[src/rtl/register_file.sv]
// 32-entry register file: one synchronous write port, three combinational read ports.
// Define REGFILE_R0_ZERO_EN to hardwire R0 to zero.
module register_file #(
  parameter int DATA_WIDTH = 32,
  parameter int ADDR_WIDTH = 5
) (
  input  logic                  clock,
  input  logic                  reset_n,
  input  logic                  enable,
  input  logic [ADDR_WIDTH-1:0] RW,
  input  logic [DATA_WIDTH-1:0] PW,
  input  logic [ADDR_WIDTH-1:0] RA,
  output logic [DATA_WIDTH-1:0] PA,
  input  logic [ADDR_WIDTH-1:0] RB,
  output logic [DATA_WIDTH-1:0] PB,
  input  logic [ADDR_WIDTH-1:0] RD,
  output logic [DATA_WIDTH-1:0] PD
);

  localparam int NUM_REGS = 1 << ADDR_WIDTH;

  logic [DATA_WIDTH-1:0] regs [NUM_REGS];

  // Each register is its own flop bank so the async clear reaches every
  // entry at once and reads can stay purely combinational.
  for (genvar gi = 0; gi < NUM_REGS; gi++) begin : g_reg
`ifdef REGFILE_R0_ZERO_EN
    if (gi == 0) begin : g_zero
      assign regs[gi] = '0;
    end else begin : g_store
`else
    begin : g_store
`endif
      logic [DATA_WIDTH-1:0] value_reg;

      always_ff @(posedge clock or negedge reset_n) begin
        if (!reset_n) begin
          value_reg <= '0;
        end else if (enable && (RW == ADDR_WIDTH'(gi))) begin
          value_reg <= PW;
        end
      end

      assign regs[gi] = value_reg;
    end
  end

  assign PA = regs[RA];
  assign PB = regs[RB];
  assign PD = regs[RD];

endmodule

[config.mk]
export PLATFORM = sky130hd
export DESIGN_NAME = register_file
export DESIGN_NICKNAME = d
export VERILOG_FILES = /design/src/rtl/register_file.sv
export SDC_FILE = /design/constraint.sdc
export NUM_CORES = 2
export LEC_CHECK = 0
export BUFFER_PORTS_ARGS = -buffer_cell sky130_fd_sc_hd__buf_4
export CAP_MARGIN = 20
export CORE_MARGIN = 2
export CORE_UTILIZATION = 57
export DETAILED_ROUTE_END_ITERATION = 8
export PLACE_DENSITY = 0.72
export SYNTH_ARGS = -nofsm -noshare
export SYNTH_HDL_FRONTEND = slang
export SYNTH_SLANG_ARGS = --single-unit
[constraint.sdc]
create_clock -name clock -period 3.45 [get_ports clock]
set_input_delay 0.5175 -clock clock [delete_from_list [all_inputs] [get_ports clock]]
set_output_delay 0.5175 -clock clock [all_outputs]
set_load 0.05 [all_outputs]
==> run_results.csv <==
group,metric,value,unit
critical_path,crit_required,2.93,ns
route,top_layer_used,"met5",
sta,slew_violations,0,
hold_path,hold_depth,2,
die,initial_core_util,57.4,%
logic_synthesis,synth_cells,5768,
sta,fin_crit_sh,88.5,%
clock_network,htree_levels,3,
logic_synthesis,synth.area.mux_share,41.7,%
logic_synthesis,synth_fa_ha_area_share,0,%
logic_synthesis,synthesis.nets,5823,
die,coreArea,112000,um^2
die,ios,151,
sta,holdWs,0.289,ns
final_layout,final.fill_count,8907,
critical_path,worstReg2RegEnd,"g_reg[22].g_store.value_reg[21]$_DFFE_PN0P_",
hold_path,min-delay-start,"PW[6]",
sta,finClkSkew,0,ns
placement,pre_cts_ws,0.462,ns
clock_network,numCtsBuffers,114,
route,vias_per_cell,6.94,
placement,place_hpwl,128000,um
sta,slew_headroom,48.3,%
global_route,antenna_found_initial,2,
critical_path,crit_chain,"buf_8 -> buf_4 -> mux2i_1 -> a22o_1 -> nor3_1 -> a31oi_1 -> nand3_1 -> buf_4",
sta,rsz0062_at_grt,"no",
route,dr.first_iter.drc_count,5394,
logic_synthesis,synth_top_family_by_area,"multiplexers",
critical_path,crit_type,"in2out",
pwr,p_leak,34.2,nW
final_layout,drive_above_1_share,28.6,%
pwr,powerDensity,542,nW/um^2
global_route,grt_pass1_wl,324000,um
route,met3WireLength,21100,um
status,outcome,"complete, no violations",
critical_path,cp.arrival,2.54,ns
route,route.met2.wl,95900,um
final_layout,final_area,72300,um^2
die,die_area,116000,um^2
sta,tightest_slew,0.773,ns
clock_network,clockBufferDepth,3,
clock_network,cts_setup_buffers,0,
critical_path,end_kind,"output pin",
route,m1WireLength,86700,um
critical_path,critical_path.top_delay_family,"buffers and inverters",
critical_path,worstRegToRegCells,1,
placement,gp_congestion,0.884,
sta,clock.fmax,0.328,GHz
critical_path,reg2reg_slack,2.59,ns
sta,setup_viol,0,
placement,place.port_buffers,150,
global_route,gr-total-overflow,0,
job,maxCapViolCount,0,
logic_synthesis,ys_ff_latch,1024,
global_route,track_usage,36.7,%
pwr,ir_worst_vdd,0.464,mV
route,drc,0,
global_route,grt_start_max_net_pins,124,
logic_synthesis,synthXorXnorAreaFrac,0,%
clock_network,root_buffer,"clkbuf_16",
final_layout,area_growth,12.2,%
route,firstDrtPassIters,6,
logic_synthesis,avgSynthCellArea,11.2,um^2
die,fp.dieW,340,um
critical_path,startpoint,"RD[1]",
logic_synthesis,synth-simple-area-share,5.31,%
clock_network,clk_latency,0.71,ns
clock_network,numClockSinks,1024,
logic_synthesis,netlist_area,64500,um^2
route,routedWlPerCell,29.7,um
sta,setup_tns,0,ns
sta,hold_violations,0,
die,rows,123,
critical_path,critPathMostFrequentCell,"buf_4",
clock_network,holdBufCountCts,1,
critical_path,r2r-start,"g_reg[22].g_store.value_reg[21]$_DFFE_PN0P_",
critical_path,worst-path-buf-inv,3,
hold_path,hold_end,"g_reg[11].g_store.value_reg[6]$_DFFE_PN0P_",
die,die_h,340,um
route,ant_nets,0,
final_layout,final_nets,5780,
critical_path,slowest_stage,"buf_4",
clock_network,cts_resized,0,
critical_path,max_stage_delay,0.35,ns
sta,setup_ws,0.397,ns
sta,period_minus_slack,3.05,ns
clock_network,cts.reportedPaths.clkPinSlew,0.06,ns
route,vias,50800,
final_layout,largest_register_ffs,1024,
clock_network,cts_tree,"built",
hold_path,holdCritPathClass,"in2reg",
global_route,first_global_vias,50700,
critical_path,cp-start-kind,"input port",
logic_synthesis,yosysSeqAreaShare,39.8,%
logic_synthesis,yosys_warnings,0,
logic_synthesis,synth-compound-area-share,9.13,%
logic_synthesis,yosysUniqueCellTypes,26,
critical_path,crit_fanout,23,
placement,post_dp_cell_area,68400,um^2
route,wl,218000,um
-- cell families (layout without fill, tap and decap cells) --
| logic type | Yosys count | in the layout |
|---|---|---|
| other cells | 0 | 1 |
| flops | 1024 | 1024 |
| simple gates | 744 | 744 |
| mux | 2560 | 2560 |
| buf+inv | 576 | 631 |
| compound gates | 864 | 864 |
-- report_power, final --
group          internal [mW]  switching (mW)
registers               14.4            2.45
logic                   4.74            4.89
clock network           7.50            5.23
-- synthesized netlist by cell type (all sizes together) --
cell,n,area share (%)
buf,322,2.6
a21oi,288,2.2
dfrtp,1024,40
nor2,16,0.093
a22o,192,2.6
nand4,1,0.0097
nor4,2,0.052
nand2,305,1.8
a22oi,288,3.4
nand2b,9,0.087
mux2,1024,18
nand3,288,2.2
nor3,102,0.82
or2,3,0.029
and2,3,0.029
nand4b,3,0.041
mux2i,1536,24
clkbuf,254,1.5
nor3b,2,0.039
a31oi,96,0.93
nor2b,10,0.097
-- per-layer routing --
| layer | track usage (%) | up-vias |
|---|---|---|
| met2 | 55.3 | 2881 |
| met1 | 49.8 | 25700 |
| met3 | 6.99 | 759 |
| met4 | 20.5 | 6 |
| li1 | - | 21500 |
| met5 | 0 | - |
-- layout make-up --
| class | instances | area [um^2] | share of cell area [%] |
|---|---|---|---|
| Sequential cell | 1024 | 25600 | 35.4 |
| Timing Repair Buffer | 417 | 4410 | 6.10 |
| Multi-Input combinational cell | 4168 | 36500 | 50.4 |
| Clock buffer | 178 | 3520 | 4.86 |
| Clock inverter | 36 | 419 | 0.579 |
| Antenna cell | 1 | 2.50 | 0.00346 |
| Tap cell | 1500 | 1880 | 2.59 |
-- layout by cell type (no fill, tap or decap), types with 6 or more instances in the layout --
| cell type | instances |
|---|---|
| nor2b_4 | 8 |
| clkbuf_1 | 24 |
| nand2_1 | 290 |
| mux2_1 | 20 |
| buf_12 | 100 |
| a22o_1 | 192 |
| nand2_2 | 15 |
| clkinv_2 | 21 |
| clkbuf_8 | 38 |
| mux2_2 | 1004 |
| buf_4 | 312 |
| clkbuf_16 | 116 |
| nor2_4 | 15 |
| a21oi_1 | 288 |
| a31oi_1 | 96 |
| nor3_1 | 98 |
| mux2i_1 | 1536 |
| bufinv_16 | 7 |
| a22oi_1 | 288 |
| nand3_1 | 288 |
| nand2b_2 | 6 |
| dfrtp_1 | 1024 |
-- how the worst max path moves through the flow --
stage	end	slack, ns	cells past startpoint
final	PD[27]	0.40	8
after CTS	PB[14]	0.46	9
after global placement	PB[14]	0.48	9
after detailed placement	PB[14]	0.46	9
after floorplan	PD[25]	0.89	8
after global routing	PB[12]	0.36	9
-- stage by stage --
| step | power (mW) | instances | utilization [%] |
|---|---|---|---|
| after CTS | 39.1 | 7323 | 64.4 |
| final | 39.2 | 7324 | 64.4 |
| after global placement | 26.0 | 7108 | 60.9 |
| after floorplan | 23.4 | 5768 | - |
| after global routing | 40.8 | 7323 | 64.4 |
| after detailed placement | 26.4 | 7108 | 60.9 |
Power figures use the tool's default switching activity.
